===== src/rtl/nd_2to1_if.sv =====
// Message channel of the messaging network: payload (src, dst, dat, red)
// plus a 4-phase req/ack pair. The master drives the payload and req.
`ifndef NS_ADDRESS_SIZE
`define NS_ADDRESS_SIZE 8
`endif
`ifndef NS_DATA_SIZE
`define NS_DATA_SIZE 16
`endif
`ifndef NS_REDUN_SIZE
`define NS_REDUN_SIZE 4
`endif

interface nd_2to1_if #(
    parameter int ASZ = `NS_ADDRESS_SIZE,
    parameter int DSZ = `NS_DATA_SIZE,
    parameter int RSZ = `NS_REDUN_SIZE
);
    logic [ASZ-1:0] src;
    logic [ASZ-1:0] dst;
    logic [DSZ-1:0] dat;
    logic [RSZ-1:0] red;
    logic           req;
    logic           ack;

    modport master (output src, dst, dat, red, req, input ack);
    modport slave  (input src, dst, dat, red, req, output ack);
endinterface


===== src/rtl/nd_2to1.sv =====
// Two-input merge node: round-robin arbitration of two 4-phase input
// channels into one shared FIFO, drained by a 4-phase output sender.
`ifndef NS_1to2_FSZ
`define NS_1to2_FSZ 2
`endif
`ifndef NS_ADDRESS_SIZE
`define NS_ADDRESS_SIZE 8
`endif
`ifndef NS_DATA_SIZE
`define NS_DATA_SIZE 16
`endif
`ifndef NS_REDUN_SIZE
`define NS_REDUN_SIZE 4
`endif

module nd_2to1 #(
    parameter int FSZ = `NS_1to2_FSZ,
    parameter int ASZ = `NS_ADDRESS_SIZE,
    parameter int DSZ = `NS_DATA_SIZE,
    parameter int RSZ = `NS_REDUN_SIZE
) (
    input  logic       i_clk,
    input  logic       reset,
    output logic       ready,
    nd_2to1_if.master  snd0,
    nd_2to1_if.slave   rcv0,
    nd_2to1_if.slave   rcv1,
    output logic [3:0] dbg_leds,
    output logic [3:0] dbg_disp0,
    output logic [3:0] dbg_disp1
);
    localparam int             DEPTH    = 2 ** FSZ;
    localparam int             MSZ      = 2 * ASZ + DSZ + RSZ;
    localparam logic [FSZ:0]   FULL_CNT = (FSZ + 1)'(DEPTH);

    typedef enum logic [1:0] {IDLE = 2'd0, SEND = 2'd1, WAIT_LOW = 2'd2} state_t;

    function automatic logic [3:0] low_nibble(input logic [ASZ-1:0] v);
        logic [ASZ+3:0] ext;
        ext = {4'b0000, v};
        return ext[3:0];
    endfunction

    logic [MSZ-1:0] fifo_mem [DEPTH];

    state_t         state_q, state_d;
    logic           ready_q, ready_d;
    logic           ptr_q, ptr_d;
    logic [FSZ-1:0] wr_ptr_q, wr_ptr_d;
    logic [FSZ-1:0] rd_ptr_q, rd_ptr_d;
    logic [FSZ:0]   count_q, count_d;
    logic           ack0_q, ack0_d;
    logic           ack1_q, ack1_d;
    logic [MSZ-1:0] snd_msg_q, snd_msg_d;
    logic           snd_req_q, snd_req_d;
    logic           full_seen_q, full_seen_d;
    logic           cont_seen_q, cont_seen_d;
    logic [3:0]     fwd_cnt_q, fwd_cnt_d;
    logic [3:0]     disp1_q, disp1_d;

    logic           full, elig0, elig1, grant0, grant1, push, pop;
    logic [MSZ-1:0] wr_msg, head;

    always_comb begin
        ready_d     = 1'b1;
        full        = (count_q == FULL_CNT);
        elig0       = ready_q && rcv0.req && !ack0_q && !full;
        elig1       = ready_q && rcv1.req && !ack1_q && !full;
        // Pointer names the favoured input and only moves on a contended grant.
        grant0      = elig0 && (!elig1 || !ptr_q);
        grant1      = elig1 && (!elig0 || ptr_q);
        ptr_d       = (elig0 && elig1) ? ~ptr_q : ptr_q;
        push        = grant0 || grant1;
        wr_msg      = grant0 ? {rcv0.src, rcv0.dst, rcv0.dat, rcv0.red}
                             : {rcv1.src, rcv1.dst, rcv1.dat, rcv1.red};
        ack0_d      = grant0 ? 1'b1 : (rcv0.req ? ack0_q : 1'b0);
        ack1_d      = grant1 ? 1'b1 : (rcv1.req ? ack1_q : 1'b0);
        full_seen_d = full_seen_q || full;
        cont_seen_d = cont_seen_q || (elig0 && elig1);

        head        = fifo_mem[rd_ptr_q];
        state_d     = state_q;
        snd_msg_d   = snd_msg_q;
        snd_req_d   = snd_req_q;
        disp1_d     = disp1_q;
        pop         = 1'b0;
        case (state_q)
            IDLE: begin
                if (count_q != '0) begin
                    snd_msg_d = head;
                    snd_req_d = 1'b1;
                    disp1_d   = low_nibble(head[MSZ-1 -: ASZ]);
                    state_d   = SEND;
                end
            end
            SEND: begin
                if (snd0.ack) begin
                    snd_req_d = 1'b0;
                    pop       = 1'b1;
                    state_d   = WAIT_LOW;
                end
            end
            WAIT_LOW: begin
                if (!snd0.ack) state_d = IDLE;
            end
            default: state_d = IDLE;
        endcase

        wr_ptr_d  = push ? wr_ptr_q + FSZ'(1) : wr_ptr_q;
        rd_ptr_d  = pop ? rd_ptr_q + FSZ'(1) : rd_ptr_q;
        fwd_cnt_d = pop ? fwd_cnt_q + 4'd1 : fwd_cnt_q;
        case ({push, pop})
            2'b10:   count_d = count_q + (FSZ + 1)'(1);
            2'b01:   count_d = count_q - (FSZ + 1)'(1);
            default: count_d = count_q;
        endcase
    end

    // Payload storage carries no reset; occupancy is governed by the pointers.
    always_ff @(posedge i_clk) begin
        if (push) fifo_mem[wr_ptr_q] <= wr_msg;
    end

    always_ff @(posedge i_clk) begin
        if (reset) begin
            state_q     <= IDLE;
            ready_q     <= 1'b0;
            ptr_q       <= 1'b0;
            wr_ptr_q    <= '0;
            rd_ptr_q    <= '0;
            count_q     <= '0;
            ack0_q      <= 1'b0;
            ack1_q      <= 1'b0;
            snd_msg_q   <= '0;
            snd_req_q   <= 1'b0;
            full_seen_q <= 1'b0;
            cont_seen_q <= 1'b0;
            fwd_cnt_q   <= 4'd0;
            disp1_q     <= 4'd0;
        end else begin
            state_q     <= state_d;
            ready_q     <= ready_d;
            ptr_q       <= ptr_d;
            wr_ptr_q    <= wr_ptr_d;
            rd_ptr_q    <= rd_ptr_d;
            count_q     <= count_d;
            ack0_q      <= ack0_d;
            ack1_q      <= ack1_d;
            snd_msg_q   <= snd_msg_d;
            snd_req_q   <= snd_req_d;
            full_seen_q <= full_seen_d;
            cont_seen_q <= cont_seen_d;
            fwd_cnt_q   <= fwd_cnt_d;
            disp1_q     <= disp1_d;
        end
    end

    assign ready     = ready_q;
    assign rcv0.ack  = ack0_q;
    assign rcv1.ack  = ack1_q;
    assign snd0.req  = snd_req_q;
    assign snd0.src  = snd_msg_q[MSZ-1 -: ASZ];
    assign snd0.dst  = snd_msg_q[MSZ-ASZ-1 -: ASZ];
    assign snd0.dat  = snd_msg_q[RSZ +: DSZ];
    assign snd0.red  = snd_msg_q[RSZ-1:0];
    assign dbg_leds  = {2'b00, cont_seen_q, full_seen_q};
    assign dbg_disp0 = fwd_cnt_q;
    assign dbg_disp1 = disp1_q;
endmodule


===== src/flat_wrapper.sv =====
// flat-port wrapper written by rule: the top's interface ports become plain ports
module nd_2to1_flat 
#(
    parameter int FSZ = `NS_1to2_FSZ,
    parameter int ASZ = `NS_ADDRESS_SIZE,
    parameter int DSZ = `NS_DATA_SIZE,
    parameter int RSZ = `NS_REDUN_SIZE
)
  (i_clk, reset, ready, dbg_leds, dbg_disp0, dbg_disp1, snd0_src, snd0_dst, snd0_dat, snd0_red, snd0_req, snd0_ack, rcv0_src, rcv0_dst, rcv0_dat, rcv0_red, rcv0_req, rcv0_ack, rcv1_src, rcv1_dst, rcv1_dat, rcv1_red, rcv1_req, rcv1_ack);
  nd_2to1_if #(.ASZ(ASZ), .DSZ(DSZ), .RSZ(RSZ)) snd0_i ();
  nd_2to1_if #(.ASZ(ASZ), .DSZ(DSZ), .RSZ(RSZ)) rcv0_i ();
  nd_2to1_if #(.ASZ(ASZ), .DSZ(DSZ), .RSZ(RSZ)) rcv1_i ();
  input  logic i_clk;
  input  logic reset;
  output logic ready;
  output logic [3:0] dbg_leds;
  output logic [3:0] dbg_disp0;
  output logic [3:0] dbg_disp1;
  output wire logic [$bits(snd0_i.src)-1:0] snd0_src;
  output wire logic [$bits(snd0_i.dst)-1:0] snd0_dst;
  output wire logic [$bits(snd0_i.dat)-1:0] snd0_dat;
  output wire logic [$bits(snd0_i.red)-1:0] snd0_red;
  output wire logic [$bits(snd0_i.req)-1:0] snd0_req;
  input wire logic [$bits(snd0_i.ack)-1:0] snd0_ack;
  input wire logic [$bits(rcv0_i.src)-1:0] rcv0_src;
  input wire logic [$bits(rcv0_i.dst)-1:0] rcv0_dst;
  input wire logic [$bits(rcv0_i.dat)-1:0] rcv0_dat;
  input wire logic [$bits(rcv0_i.red)-1:0] rcv0_red;
  input wire logic [$bits(rcv0_i.req)-1:0] rcv0_req;
  output wire logic [$bits(rcv0_i.ack)-1:0] rcv0_ack;
  input wire logic [$bits(rcv1_i.src)-1:0] rcv1_src;
  input wire logic [$bits(rcv1_i.dst)-1:0] rcv1_dst;
  input wire logic [$bits(rcv1_i.dat)-1:0] rcv1_dat;
  input wire logic [$bits(rcv1_i.red)-1:0] rcv1_red;
  input wire logic [$bits(rcv1_i.req)-1:0] rcv1_req;
  output wire logic [$bits(rcv1_i.ack)-1:0] rcv1_ack;
  assign snd0_src = snd0_i.src;
  assign snd0_dst = snd0_i.dst;
  assign snd0_dat = snd0_i.dat;
  assign snd0_red = snd0_i.red;
  assign snd0_req = snd0_i.req;
  assign snd0_i.ack = snd0_ack;
  assign rcv0_i.src = rcv0_src;
  assign rcv0_i.dst = rcv0_dst;
  assign rcv0_i.dat = rcv0_dat;
  assign rcv0_i.red = rcv0_red;
  assign rcv0_i.req = rcv0_req;
  assign rcv0_ack = rcv0_i.ack;
  assign rcv1_i.src = rcv1_src;
  assign rcv1_i.dst = rcv1_dst;
  assign rcv1_i.dat = rcv1_dat;
  assign rcv1_i.red = rcv1_red;
  assign rcv1_i.req = rcv1_req;
  assign rcv1_ack = rcv1_i.ack;
  nd_2to1 #(.FSZ(FSZ), .ASZ(ASZ), .DSZ(DSZ), .RSZ(RSZ)) u_core (.i_clk(i_clk), .reset(reset), .ready(ready), .snd0(snd0_i), .rcv0(rcv0_i), .rcv1(rcv1_i), .dbg_leds(dbg_leds), .dbg_disp0(dbg_disp0), .dbg_disp1(dbg_disp1));
endmodule

===== config.mk =====
export PLATFORM = sky130hd
export DESIGN_NAME = nd_2to1_flat
export DESIGN_NICKNAME = d
export VERILOG_FILES = /design/src/rtl/nd_2to1_if.sv /design/src/rtl/nd_2to1.sv /design/src/flat_wrapper.sv
export SDC_FILE = /design/constraint.sdc
export NUM_CORES = 1
export LEC_CHECK = 0
export BUFFER_PORTS_ARGS = -buffer_cell sky130_fd_sc_hd__buf_4
export CORE_MARGIN = 3
export CORE_UTILIZATION = 25
export DETAILED_ROUTE_END_ITERATION = 12
export GPL_TIMING_DRIVEN = 1
export HOLD_SLACK_MARGIN = 0.12
export PLACE_DENSITY = 0.43
export RECOVER_POWER = 50
export SETUP_SLACK_MARGIN = 0.3
export SYNTH_ARGS = -nofsm -noshare
export SYNTH_HDL_FRONTEND = slang
export SYNTH_SLANG_ARGS = --single-unit

===== constraint.sdc =====
create_clock -name i_clk -period 5.2 [get_ports i_clk]
set_input_delay 0.52 -clock i_clk [delete_from_list [all_inputs] [get_ports i_clk]]
set_output_delay 0.52 -clock i_clk [all_outputs]
set_load 0.02 [all_outputs]

== Yosys cells after proc, flatten, opt, wreduce, memory -nomap -nowiden ==
Memories as Yosys holds them, arrays and structs flattened. A register that Yosys moved wholly into a read port is not among the register bits.
Index checks and enable logic that the tools add are counted.

* Memories kept: 1
* Input port bits: 77
* Register bits: 60
* Output and inout bits: 52
* Memory bits (writable): 144
* Logic and storage cells: 78

* Muxes and demuxes: 20
* Reductions and logical operators: 27
* Equality and inequality tests: 10
* Bitwise operators: 1
* Add/sub/neg operators: 5

{| class="wikitable"
|+ Memory list
! name !! words !! bits a word !! read ports !! clocked after Yosys merged registers in !! write ports !! line !! source
|-
| u_core.fifo_mem || 4 || 36 || 1 || 1 || 1 || nd_2to1.sv:44 || <nowiki>logic [MSZ-1:0] fifo_mem [DEPTH];</nowiki>
|}

{| class="wikitable"
|+ Operators by type and width
! kind !! count
|-
| 36-bit 2-to-1 mux || 1
|-
| 1-bit 2-to-1 mux || 11
|-
| 2-bit 2-to-1 mux || 5
|-
| 1-bit logical AND || 9
|-
| 1-bit zero test || 6
|-
| 2-bit by 1-bit inequality test with 1-bit output, second input constant || 3
|-
| 2-bit case mux with 3 select lines || 1
|-
| 3-bit case mux with 2 select lines || 1
|-
| 3-bit AND reduction || 2
|-
| 1-bit logical OR || 5
|-
| 2-bit by 1-bit adder with 2-bit output, second input constant || 2
|-
| 4-bit by 1-bit adder with 4-bit output, second input constant || 1
|-
| 2-bit by 1-bit equality test with 1-bit output, second input constant || 2
|-
| 2-bit equality test, second input constant || 2
|-
| 2-bit inequality test, second input constant || 2
|-
| 2-bit nonzero test || 2
|-
| 3-bit by 1-bit adder with 3-bit output, second input constant || 1
|-
| 3-bit equality test, second input constant || 1
|-
| 3-bit nonzero test || 1
|-
| 3-bit by 1-bit subtractor with 3-bit output, second input constant || 1
|-
| 2-bit zero test || 1
|-
| 1-bit case mux with 2 select lines || 1
|-
| 2-bit AND reduction || 1
|-
| 1-bit NOT || 1
|}

== Logic depth before layout (Yosys ltp) ==
* Word-level depth: 9
* Depth in mapped cells: 8

== Worst setup path before layout ==
No wires, ideal clock.

* Path kind: register -> register
* Start: register u_core.ready_q (netlist: u_core.ready)
* End: register u_core.count_q[2]
* Path buffers: 0
* Arrival time: 2,244 ps
* Path slack: 2,885 ps
* Setup time: 70 ps
* Period minus slack after synthesis: 2,315 ps
* Cell stages (with the launch flop): 9
* Cells stage by stage: dfxtp_1 -> nand3b_1 -> a21oi_1 -> inv_1 -> ha_1 -> fa_1 -> xnor2_1 -> or3_1 -> a21oi_1

* Cells in the longest elaborated chain, start to end: 9

{| class="wikitable"
|+ Ends and longest elaborated chain
! item !! line !! source
|-
| start: declaration || nd_2to1.sv:47 || <nowiki>logic ready_q, ready_d;</nowiki>
|-
| start signal: assignment || nd_2to1.sv:142 || <nowiki>ready_q <= ready_d;</nowiki>
|-
| 1-bit logical AND, on equally long branches (3 in series) || nd_2to1.sv:68, nd_2to1.sv:67 ||
|-
| 1-bit zero test, on equally long branches || nd_2to1.sv:70, nd_2to1.sv:71 ||
|-
| 1-bit logical OR, on equally long branches || nd_2to1.sv:70, nd_2to1.sv:71 ||
|-
| 1-bit logical AND, on equally long branches || nd_2to1.sv:70, nd_2to1.sv:71 ||
|-
| 1-bit logical OR * || nd_2to1.sv:73 || <nowiki>push = grant0 || grant1;</nowiki>
|-
| 2-bit by 1-bit equality test with 1-bit output or 2-bit equality test (tied branches) || nd_2to1.sv:112 || <nowiki>case ({push, pop})</nowiki>
|-
| 3-bit case mux with 2 select lines or 2-bit nonzero test (tied branches) || - ||
|-
| end signal: assignment || nd_2to1.sv:146 || <nowiki>count_q <= count_d;</nowiki>
|-
| end: declaration || nd_2to1.sv:51 || <nowiki>logic [FSZ:0] count_q, count_d;</nowiki>
|}

Every way passes the cells marked *; elsewhere a longest branch is shown, timed or not.
A chain may end at the register's enable or synchronous reset.

== Worst setup path after layout ==
* Start: register u_core.count_q[2]
* End: memory u_core.fifo_mem[1][3] (netlist name), data pin

* Cells in the longest elaborated chain, start to end: 7

{| class="wikitable"
|+ Ends and longest elaborated chain
! item !! line !! source
|-
| 3-bit equality test * || nd_2to1.sv:66 || <nowiki>full = (count_q == FULL_CNT);</nowiki>
|-
| 1-bit zero test * || nd_2to1.sv:67, nd_2to1.sv:68 ||
|-
| 1-bit logical AND || nd_2to1.sv:68 || <nowiki>elig1 = ready_q && rcv1.req && !ack1_q && !full;</nowiki>
|-
| 1-bit zero test || nd_2to1.sv:70 || <nowiki>grant0 = elig0 && (!elig1 || !ptr_q);</nowiki>
|-
| 1-bit logical OR || nd_2to1.sv:70 ||
|-
| 1-bit logical AND * || nd_2to1.sv:70 ||
|-
| 36-bit 2-to-1 mux * || nd_2to1.sv:74 || <nowiki>wr_msg = grant0 ? {rcv0.src, rcv0.dst, rcv0.dat, rcv0.red}</nowiki>
|-
| via u_core.wr_msg[3] || nd_2to1.sv:62 || <nowiki>logic [MSZ-1:0] wr_msg, head;</nowiki>
|-
| end: declaration || nd_2to1.sv:44 ||
|}

The timed path passes the listed nets; every way through them passes the cells marked *.

==> results by group <==
Outcome
  – Status: finished, violations left
  – Violated checks: max-capacitance violations, max-slew violations

Global routing
  – Grt total ovfl: 0
  – Vias in the first global route: 4612
  – Tot GR Track Use: between 10% and 20%
  – First-pass GRT wire length: ~27000 um
  – Largest net degree at the start of global routing: 37
  – Initial antenna violation count: 0

Yosys
  – Syn Std Cell Area: ~7900 sq um
  – Yosys top cell by area: edfxtp_1
  – Largest cells by area after synthesis: edfxtp_1 55%, dfxtp_1 15%, mux4_2 10%, mux2_4 5.5%, a22o_1 4.0%
  – Sequential share of the synthesized area: 69.4%
  – Netlist cell types: 41
  – Yosys reg bits: ~200
  – Async SR Flop Fraction: 0%
  – Synth warn: 0
  – Mapped Cells: roughly 420
  – Synthesized area per cell: 18.9 sq um
  – Top-area cell type share of the netlist area: a little over half
  – Number of flops mapped to enable cells by yosys: between 100 and 150
  – Predominant post-synthesis flop cell: edfxtp_1

Critical path
  – CP Launch Type: flip-flop
  – Crit. End Element: flip-flop
  – Arrival time of the worst setup path: between 3000 and 4000 ps
  – R2R setup slack: around 2200 ps
  – Crit Reg-Reg Endpoint: u_core.fifo_mem[1][3]
  – Reg2reg start: u_core.count_q[2]
  – Critical Path RT: ~5500 ps
  – Crit path max fanout: 23
  – R2R cell count: 4
  – Worst setup path class: flip-flop to flip-flop

Placement
  – Dpl hpwl: 10800 um
  – Port bufs: around 130
  – RePlAce Congestion: around 0.69
  – Placed cell area: ~9000 sq um

Timing
  – Clock Skew: 7.96 ps
  – Rel. slew slack: -6.17%
  – Hold Slack: slightly below 300 ps
  – RSZ-0062 raised after global routing: false
  – Final setup vio count: 0
  – Final Hold Viols: 0
  – TNS Setup: 0 ps
  – Fmax: 328 MHz
  – Worst slew pin tran: 1590 ps
  – Tmin final: approximately 3000 ps
  – Final Max Slew Viols: 37
  – Fin crit share: around 59%

Floorplanning
  – Die area: 33800 sq um
  – Starting Density: between 20% and 30%
  – # IOs: between 100 and 150
  – Die X: between 150 and 200 um
  – Core area: 30900 sq um
  – Die Y: about 180 um
  – Row count: 64

Pwr
  – Power per cell area: approximately 480 nW/um^2
  – Leakage Power: 3.40 nW
  – VDD IR-drop max: 0.222 mV

Routing
  – Pre-Repair DR Iteration Count: 4
  – Via-to-Cell Ratio: between 4 and 5
  – Initial drt markers: around 210
  – Total number of vias: 4150
  – Final wirelength: ~18000 um
  – Wirelength per Cell: between 15 and 20 um
  – Antenna Nets Post-Route: 0
  – Detailed-route DRC error count: 0

Job
  – Max_cap viols: 1

Clock network
  – CTS clk-pin slew, worst paths: 50 ps
  – CTS Hold Bufs: 0
  – CTS Buf Count: 24
  – CTS tree: built
  – Worst-case clock buffer depth: 3
  – Clk Latency, worst-skew pair: between 500 and 600 ps
  – Clk root buf: clkbuf_16
  – Resized cells post-CTS: 0
  – Num Clock Sinks: between 200 and 250
  – Postcts setup bufs: 0
  – Htree depth: 1

Final layout
  – # diodes: 0
  – Nets: around 630
  – Final instance area: roughly 9700 sq um
  – Fillcell total: 3075
  – Syn-to-layout area delta: 22.4%
  – Layout cells sized above 1: roughly a third

Min path
  – Worst Hold Path EP: u_core.state_q[1]
  – Hold_sp: snd0_ack
  – Hold depth: 2
  – Worst hold path type: primary input to flip-flop
[sequential cells by signal (all words and copies together) (netlist names), named ones only]
| name | count |
|---|---|
| u_core.ptr_q | 1 |
| u_core.rcv1.ack | 1 |
| u_core.cont_seen_q | 1 |
| u_core.snd0.req | 1 |
| u_core.dbg_disp1 | 3 |
| u_core.rd_ptr_q | 2 |
| u_core.count_q | 3 |
| u_core.full_seen_q | 1 |
| u_core.snd_msg_q | 33 |
| u_core.ready | 1 |
| u_core.fifo_mem | 144 |
| u_core.state_q | 2 |
| u_core.rcv0.ack | 1 |
| u_core.dbg_disp0 | 4 |
| u_core.wr_ptr_q | 2 |
[Yosys cell counts, drive strengths merged, types with 2 or more instances]
library cell	count
nand3b	3
buf	24
mux2i	3
nand2	5
a22o	36
xor2	6
mux2	37
or2	2
and2	4
nor2	12
a21oi	7
mux4	36
o21a	2
ha	6
clkbuf	5
edfxtp	144
nand4b	2
or3	3
inv	5
o21ai	2
dfxtp	58
nor3	4
[layer usage]
layer | routed length (um) | global-route usage, % | up-vias
met5 | 0 | 0 | -
met4 | 280 | 2.45 | 0
met3 | 978 | 2.53 | 26
met2 | 8770 | 18.0 | 103
met1 | 8010 | 13.9 | 2109
li1 | - | - | 1912
[cell usage in the layout, fill, tap and decap left out, types with 4 or more instances in the layout]
| cell | instances |
|---|---|
| edfxtp_1 | 144 |
| buf_4 | 77 |
| clkbuf_1 | 56 |
| dfxtp_1 | 56 |
| mux4_2 | 36 |
| a22o_1 | 36 |
| clkbuf_16 | 25 |
| mux2_4 | 18 |
| mux2_1 | 14 |
| nor2_1 | 12 |
| a21oi_1 | 7 |
| clkinv_2 | 7 |
| xor2_1 | 6 |
| ha_1 | 6 |
| inv_1 | 5 |
| mux2_2 | 5 |
| nand2_1 | 5 |
| and2_2 | 4 |
[worst max path at each step]
stage	end	cells past startpoint	from	slack [ps]
after global placement	u_core.count_q[2]	9	rcv1_req	2620
after CTS	u_core.fifo_mem[0][6]	4	u_core.count_q[0]	2550
after detailed placement	u_core.fifo_mem[0][6]	4	u_core.count_q[0]	2560
after global routing	u_core.fifo_mem[2][7]	4	u_core.count_q[0]	1870
final	u_core.fifo_mem[1][3]	4	u_core.count_q[2]	2150
after floorplan	u_core.count_q[2]	8	u_core.ready	2890
[cell type report]
type	instances	area, sq um	share of cell area [%]
multi-input cells	183	2140	22.1
well taps	396	495	5.12
inverters	5	18.8	0.194
flip-flops and latches	202	5490	56.7
clock inverters	14	121	1.25
clock buffers	30	644	6.66
repair buffers	128	769	7.95
[per-stage QoR]
stage	worst slack, ps	instances	power, mW	util [%]
6_report	2150	958	4.65	31.3
5_1_grt	1870	958	4.89	31.3
4_1_cts	2550	958	4.87	32.1
3_5_place_dp	2560	914	3.24	29.6
3_3_place_gp	2620	914	3.22	29.6
2_1_floorplan	2890	419	2.82	-
[power breakdown]
| group | leakage (nW) | internal, mW | switching, mW |
|---|---|---|---|
| Clock | 0.375 | 0.975 | 0.633 |
| Sequential | 1.79 | 1.97 | 0.161 |
| Combinational | 1.24 | 0.375 | 0.535 |
| Total | 3.40 | 3.32 | 1.33 |
[worst max-delay path, stage by stage (launching register included)]
cell and delay [ps]:
dfxtp_1 360, nor3b_1 690, a211o_1 710, buf_4 570, mux2_2 430
[kinds of logic (layout without fill, tap and decap cells)]
logic type / after synthesis / after routing / synth area share, %
flip-flops: 202 / 202 / 69.4
multiplexers: 76 / 76 / 17.3
AO/OA/AOI/OAI: 50 / 50 / 5.03
AND/OR/NAND/NOR: 41 / 41 / 3.20
buffers and inverters: 34 / 177 / 3.09
adder cells (fa/ha/maj): 7 / 7 / 1.20
XOR/XNOR: 7 / 7 / 0.775
other: 1 / 2 / 0.0474
(Power assumes the default switching activity.)
